==> src/rtl/axi_lite_cfg_slave.sv <==
// AXI4-Lite configuration slave: weight/bias strobes, layer/neuron/soft-reset regs, result capture + interrupt.
// Latency: write strobes/regs update 1 cycle after AW/W acceptance; read data valid 1 cycle after AR acceptance.
// Backpressure: one outstanding write and one outstanding read; bvalid/rvalid held until bready/rready.
// Optional feature macro: CFG_READBACK_EN (LAYER, NEURON, SOFTRST become readable).
module axi_lite_cfg_slave #(
    parameter int DATA_WIDTH = 16,
    parameter int ADDR_WIDTH = 32
) (
    input  logic                  clock,
    input  logic                  reset,
    input  logic [ADDR_WIDTH-1:0] s_axi_awaddr,
    input  logic                  s_axi_awvalid,
    output logic                  s_axi_awready,
    input  logic [31:0]           s_axi_wdata,
    input  logic                  s_axi_wvalid,
    output logic                  s_axi_wready,
    output logic [1:0]            s_axi_bresp,
    output logic                  s_axi_bvalid,
    input  logic                  s_axi_bready,
    input  logic [ADDR_WIDTH-1:0] s_axi_araddr,
    input  logic                  s_axi_arvalid,
    output logic                  s_axi_arready,
    output logic [31:0]           s_axi_rdata,
    output logic [1:0]            s_axi_rresp,
    output logic                  s_axi_rvalid,
    input  logic                  s_axi_rready,
    output logic [DATA_WIDTH-1:0] weight_out,
    output logic                  weight_valid,
    output logic [DATA_WIDTH-1:0] bias_out,
    output logic                  bias_valid,
    output logic [31:0]           layer_num,
    output logic [31:0]           neuron_num,
    output logic                  soft_reset,
    input  logic [DATA_WIDTH-1:0] result_in,
    input  logic                  result_valid,
    output logic                  intr
);

    localparam logic [7:0] ADDR_WEIGHT  = 8'h00;
    localparam logic [7:0] ADDR_BIAS    = 8'h04;
    localparam logic [7:0] ADDR_RESULT  = 8'h08;
    localparam logic [7:0] ADDR_LAYER   = 8'h0C;
    localparam logic [7:0] ADDR_NEURON  = 8'h10;
    localparam logic [7:0] ADDR_STATUS  = 8'h14;
    localparam logic [7:0] ADDR_SOFTRST = 8'h1C;

    localparam logic [1:0] RESP_OKAY   = 2'b00;
    localparam logic [1:0] RESP_SLVERR = 2'b10;

    typedef enum logic {W_IDLE, W_RESP} w_state_t;
    typedef enum logic {R_IDLE, R_DATA} r_state_t;

    w_state_t              w_state_q, w_state_d;
    r_state_t              r_state_q, r_state_d;
    logic [1:0]            bresp_q, bresp_d;
    logic [1:0]            rresp_q, rresp_d;
    logic [31:0]           rdata_q, rdata_d;
    logic                  rd_result_q, rd_result_d;
    logic [DATA_WIDTH-1:0] weight_out_q, weight_out_d;
    logic                  weight_valid_q, weight_valid_d;
    logic [DATA_WIDTH-1:0] bias_out_q, bias_out_d;
    logic                  bias_valid_q, bias_valid_d;
    logic [31:0]           layer_q, layer_d;
    logic [31:0]           neuron_q, neuron_d;
    logic                  soft_reset_q, soft_reset_d;
    logic [DATA_WIDTH-1:0] result_q, result_d;
    logic                  intr_q, intr_d;

    logic wr_accept;
    logic rd_accept;
    logic rd_clear;

    // Only the low address byte is decoded; upper bits are intentionally ignored.
    logic unused_addr_bits;
    assign unused_addr_bits = ^{s_axi_awaddr[ADDR_WIDTH-1:8], s_axi_araddr[ADDR_WIDTH-1:8]};

    // Handshakes: AW and W are taken together only; reset suppresses any acceptance.
    assign wr_accept = !reset && (w_state_q == W_IDLE) && s_axi_awvalid && s_axi_wvalid;
    assign rd_accept = !reset && (r_state_q == R_IDLE) && s_axi_arvalid;
    assign rd_clear  = (r_state_q == R_DATA) && s_axi_rready && rd_result_q;

    // Write FSM and register-write side effects.
    always_comb begin
        w_state_d      = w_state_q;
        bresp_d        = bresp_q;
        weight_out_d   = weight_out_q;
        weight_valid_d = 1'b0;
        bias_out_d     = bias_out_q;
        bias_valid_d   = 1'b0;
        layer_d        = layer_q;
        neuron_d       = neuron_q;
        soft_reset_d   = soft_reset_q;
        case (w_state_q)
            W_IDLE: begin
                if (wr_accept) begin
                    w_state_d = W_RESP;
                    bresp_d   = RESP_OKAY;
                    case (s_axi_awaddr[7:0])
                        ADDR_WEIGHT: begin
                            weight_out_d   = s_axi_wdata[DATA_WIDTH-1:0];
                            weight_valid_d = 1'b1;
                        end
                        ADDR_BIAS: begin
                            bias_out_d   = s_axi_wdata[DATA_WIDTH-1:0];
                            bias_valid_d = 1'b1;
                        end
                        ADDR_LAYER:   layer_d      = s_axi_wdata;
                        ADDR_NEURON:  neuron_d     = s_axi_wdata;
                        ADDR_SOFTRST: soft_reset_d = s_axi_wdata[0];
                        default:      bresp_d      = RESP_SLVERR;
                    endcase
                end
            end
            W_RESP: begin
                if (s_axi_bready) begin
                    w_state_d = W_IDLE;
                end
            end
            default: w_state_d = W_IDLE;
        endcase
    end

    // Read FSM: capture read data at AR acceptance, hold it until R handshake.
    always_comb begin
        r_state_d   = r_state_q;
        rresp_d     = rresp_q;
        rdata_d     = rdata_q;
        rd_result_d = rd_result_q;
        case (r_state_q)
            R_IDLE: begin
                if (rd_accept) begin
                    r_state_d   = R_DATA;
                    rresp_d     = RESP_OKAY;
                    rdata_d     = 32'd0;
                    rd_result_d = 1'b0;
                    case (s_axi_araddr[7:0])
                        ADDR_RESULT: begin
                            rdata_d     = 32'(result_q);
                            rd_result_d = 1'b1;
                        end
                        ADDR_STATUS:  rdata_d = {31'd0, intr_q};
`ifdef CFG_READBACK_EN
                        ADDR_LAYER:   rdata_d = layer_q;
                        ADDR_NEURON:  rdata_d = neuron_q;
                        ADDR_SOFTRST: rdata_d = {31'd0, soft_reset_q};
`endif
                        default:      rresp_d = RESP_SLVERR;
                    endcase
                end
            end
            R_DATA: begin
                if (s_axi_rready) begin
                    r_state_d   = R_IDLE;
                    rd_result_d = 1'b0;
                end
            end
            default: r_state_d = R_IDLE;
        endcase
    end

    // Result capture and interrupt; a new result wins over a simultaneous clearing read.
    always_comb begin
        result_d = result_q;
        intr_d   = intr_q;
        if (rd_clear) begin
            intr_d = 1'b0;
        end
        if (result_valid) begin
            result_d = result_in;
            intr_d   = 1'b1;
        end
    end

    // State registers with synchronous reset; soft_reset comes out of reset asserted.
    always_ff @(posedge clock) begin
        if (reset) begin
            w_state_q      <= W_IDLE;
            r_state_q      <= R_IDLE;
            bresp_q        <= 2'b00;
            rresp_q        <= 2'b00;
            rdata_q        <= 32'd0;
            rd_result_q    <= 1'b0;
            weight_out_q   <= '0;
            weight_valid_q <= 1'b0;
            bias_out_q     <= '0;
            bias_valid_q   <= 1'b0;
            layer_q        <= 32'd0;
            neuron_q       <= 32'd0;
            soft_reset_q   <= 1'b1;
            result_q       <= '0;
            intr_q         <= 1'b0;
        end else begin
            w_state_q      <= w_state_d;
            r_state_q      <= r_state_d;
            bresp_q        <= bresp_d;
            rresp_q        <= rresp_d;
            rdata_q        <= rdata_d;
            rd_result_q    <= rd_result_d;
            weight_out_q   <= weight_out_d;
            weight_valid_q <= weight_valid_d;
            bias_out_q     <= bias_out_d;
            bias_valid_q   <= bias_valid_d;
            layer_q        <= layer_d;
            neuron_q       <= neuron_d;
            soft_reset_q   <= soft_reset_d;
            result_q       <= result_d;
            intr_q         <= intr_d;
        end
    end

    assign s_axi_awready = wr_accept;
    assign s_axi_wready  = wr_accept;
    assign s_axi_bvalid  = (w_state_q == W_RESP);
    assign s_axi_bresp   = bresp_q;
    assign s_axi_arready = rd_accept;
    assign s_axi_rvalid  = (r_state_q == R_DATA);
    assign s_axi_rdata   = rdata_q;
    assign s_axi_rresp   = rresp_q;
    assign weight_out    = weight_out_q;
    assign weight_valid  = weight_valid_q;
    assign bias_out      = bias_out_q;
    assign bias_valid    = bias_valid_q;
    assign layer_num     = layer_q;
    assign neuron_num    = neuron_q;
    assign soft_reset    = soft_reset_q;
    assign intr          = intr_q;

endmodule

==> config.mk <==
export PLATFORM = sky130hd
export DESIGN_NAME = axi_lite_cfg_slave
export DESIGN_NICKNAME = d
export VERILOG_FILES = /design/src/rtl/axi_lite_cfg_slave.sv
export SDC_FILE = /design/constraint.sdc
export NUM_CORES = 1
export LEC_CHECK = 0
export ABC_AREA = 1
export CORE_MARGIN = 5
export CORE_UTILIZATION = 50
export CTS_BUF_LIST = sky130_fd_sc_hd__clkbuf_8
export DETAILED_ROUTE_END_ITERATION = 10
export DONT_BUFFER_PORTS = 1
export SYNTH_ARGS = -nofsm -noshare
export SYNTH_HDL_FRONTEND = slang
export SYNTH_SLANG_ARGS = --single-unit
==> constraint.sdc <==
create_clock -name clock -period 1.6 [get_ports clock]
set_clock_uncertainty 0.15 [all_clocks]
set_input_delay 0.24 -clock clock [delete_from_list [all_inputs] [get_ports clock]]
set_output_delay 0.24 -clock clock [all_outputs]
set_load 0.02 [all_outputs]
==> results.yml <==
place:
  hpwl_mm: 10.9
  place_congestion: 0.854
  preCtsSetupSlack_ns: 0.106
  dpl_cell_area_um2: 6020
  numPortBuffers: 0
hold_path:
  min_path_type: "in2reg"
  hold_end: "s_axi_rdata[15]"
  hp-start: "reset"
  hold-path-cell-count: 1
worst_setup_path:
  arrival_ns: 1.79
  critPathMaxFanout: 5
  reg2reg_depth: 5
  rrSetupSlack_ns: 0.06
  crit_family: "buffers and inverters"
  r2r_end: "intr"
  worstPathRequired_ns: 1.81
  max_stage_delay_ns: 0.60
  path_cells: "dlygate4sd3_1 > nor2_2 > nand2_2 > dlygate4sd3_1 > nor3_1"
  crit_top_cell: "dlygate4sd3_1"
  crit_type: "in2reg"
  crit_slowest_cell: "dlygate4sd3_1"
  crit-reg2reg-launch: "s_axi_rvalid"
  cp_num_buf_inv: 2
  start_kind: "input pin"
  critPathCaptureType: "flop"
finish:
  area_delta_synth_final_pct: 22.4
  fillers: 1018
  drive_above_1_share_pct: 10.7
  final_cell_area_um2: 7260
  antennaDiodeCount: 0
  layout.nets: 991
  utilization_pct: 63.0
global_route:
  grt_max_degree: 61
  antenna_found_initial: 0
  grt_usage_pct: 22.8
  grt_pass1_wl_mm: 25.9
  overflow: 0
  grt_pass1_vias: 4917
synthesis:
  syn_area_um2: 5930
  synth_most_common_cell: "nand2_1"
  synth-xor-area-share_pct: 0
  syn_inst: 819
  synth_top_family_by_area: "simple AND/OR/NAND/NOR gates"
  synth_compound_area_share_pct: 11.7
  netlist.area_leader.share_pct: 46.3
  synthTopCellsByCount: "nand2_1 (147), nor2_1 (144), dfxtp_1 (137), nand3_1 (105), a21oi_1 (102)"
  yosys.area_share.simple_pct: 28.9
  synth-main-ff-cell: "dfxtp_1"
  synthArstFlopShare_pct: 0
  synth-edff-count: 0
  synth.area.mux_share_pct: 0
  yosysSeqAreaShare_pct: 46.3
  ys_types: 24
  yosysWarnings: 0
  synth_area_leaders: "dfxtp_1 (46%), nand2_1 (9.3%), nor2_1 (9.1%), nand3_1 (8.9%), a21oi_1 (8.6%)"
  ys_ff_latch: 137
  synthAdderAreaFrac_pct: 0
  syn_avg_cell_area_um2: 7.24
  netlist.top_cell.by_area: "dfxtp_1"
cts:
  ctsLongestPathBuffers: 2
  htreeDepth: 4
  cts-buffers-inserted: 17
  cts_tree: "done"
  cts_num_sinks: 137
  cts_root_buffer: "clkbuf_8"
  clk_latency_ns: 0.44
  cts_hold_buf: 59
  cts.clk_slew.worst_paths_ns: 0.07
sta:
  setup_viol: 0
  whs_ns: -0.288
  finalMaxSlewViolations: 0
  fin_crit_ns: 1.58
  setup_ws_ns: 0.0232
  slew_headroom_pct: 61.9
  rsz0062_at_grt: "true"
  max_freq_ghz: 0.634
  hold_viol: 17
  tightest_slew_ns: 0.571
  setup_tns_ns: 0
  period_share_pct: 98.5
routing:
  wl_mm: 16.9
  wl_per_cell_um: 16.5
  drt-met1-wl_mm: 6.77
  num_vias: 5454
  ant_nets: 0
  route.met3.wl_mm: 1.79
  drc: 0
  dr.max_layer_used: "met4"
  first_pass_iters: 5
  drtIter0Drc: 478
  routed_via_density: 5.31
  wl_met2_mm: 7.84
floorplanning:
  rows: 39
  fp.dieW_um: 119
  initial_core_util_pct: 51.5
  die_area_um2: 14100
  pin_count: 261
  die_h_um: 119
  coreArea_um2: 11500
power_and_ir_drop:
  peakVddDrop_uv: 561
  power.density_nw_per_um2: 989
  p_leak_uw: 0.00301
job:
  maxCapViolations: 0
outcome:
  violations: "negative hold slack"
  status: "finished with violations"
## how the worst max path moves through the flow
stage | slack, ns | depth (start not counted) | end | startpoint
2_1_floorplan | 0.02 | 6 | s_axi_wready | s_axi_bvalid
3_3_place_gp | 0.14 | 7 | neuron_num[9] | s_axi_awaddr[7]
3_5_place_dp | 0.11 | 7 | neuron_num[9] | s_axi_awaddr[7]
4_1_cts | 0.0006 | 4 | s_axi_awready | s_axi_bvalid
5_1_grt | -0.04 | 4 | s_axi_wready | s_axi_bvalid
6_report | 0.02 | 5 | bias_valid | s_axi_awaddr[4]
## worst register-to-register path: stages, from the launching register on
cell	delay (ns)
dfxtp_2	0.36
buf_4	0.18
nand3_1	0.08
nand2_1	0.06
a21oi_1	0.06
dlygate4sd3_1	0.54
## area by class of cell
cell class              count  area [µm²]  area share, %
clock buffers              19         262           3.60
clock inverters            13         176           2.43
inverters                  65         253           3.48
multi-input cells         556        2500           34.5
flip-flops and latches    137        2750           37.8
well taps                 143         179           2.47
repair buffers             94        1140           15.7
## power breakdown
group	internal, µW	total, µW	leakage (µW)	switching, µW
clock	1770	3080	0.000223	1310
sequential	3450	3480	0.00111	28.3
combinational	241	615	0.00168	374
total	5460	7170	0.00301	1720
## metrics by stage
step           total power, µW  instances
5_1_grt                   7480       1027
4_1_cts                   7190       1021
6_report                  7170       1027
2_1_floorplan             3940        836
3_5_place_dp              4000        928
3_3_place_gp              3990        928
## cells in the final DEF, fill, tap and decap left out, types with 3 or more instances in the layout
cell type	instances
a21oi_1	102
a21oi_2	10
buf_12	12
buf_4	12
buf_6	4
bufinv_16	4
clkbuf_16	4
clkbuf_8	19
clkinv_2	5
conb_1	18
dfxtp_1	135
dlygate4sd3_1	58
inv_1	62
nand2_1	146
nand2_2	3
nand3_1	105
nor2_1	139
nor2_2	5
nor2_4	4
o21ai_0	19
## kinds of logic (layout without fill, tap and decap cells)
family | after synthesis | count (layout)
buffers and inverters | 143 | 191
and+or+nand+nor | 407 | 407
AOI/OAI and AO/OA | 131 | 131
DFF | 137 | 137
other | 1 | 18
## per-layer routing
metal,vias up,track usage [%]
li1,2681,-
met1,2483,28.1
met2,252,35.1
met3,38,9.34
met4,0,10.4
met5,-,0
## flip-flops by register name, indices dropped and copies added (netlist names), 16 cells and up
signal / count
neuron_num: 32
s_axi_rdata: 16
bias_out: 16
layer_num: 32
weight_out: 16
result_q: 16
## what timing repair did
action,in CTS,in global routing
resized for setup,6,15
cloned,0,4
setup endpoints to repair,3,53
hold endpoints to repair,112,17
pin swaps,3,3
buffers inserted,2,2
No activity file was read; power rests on OpenSTA's default activity.
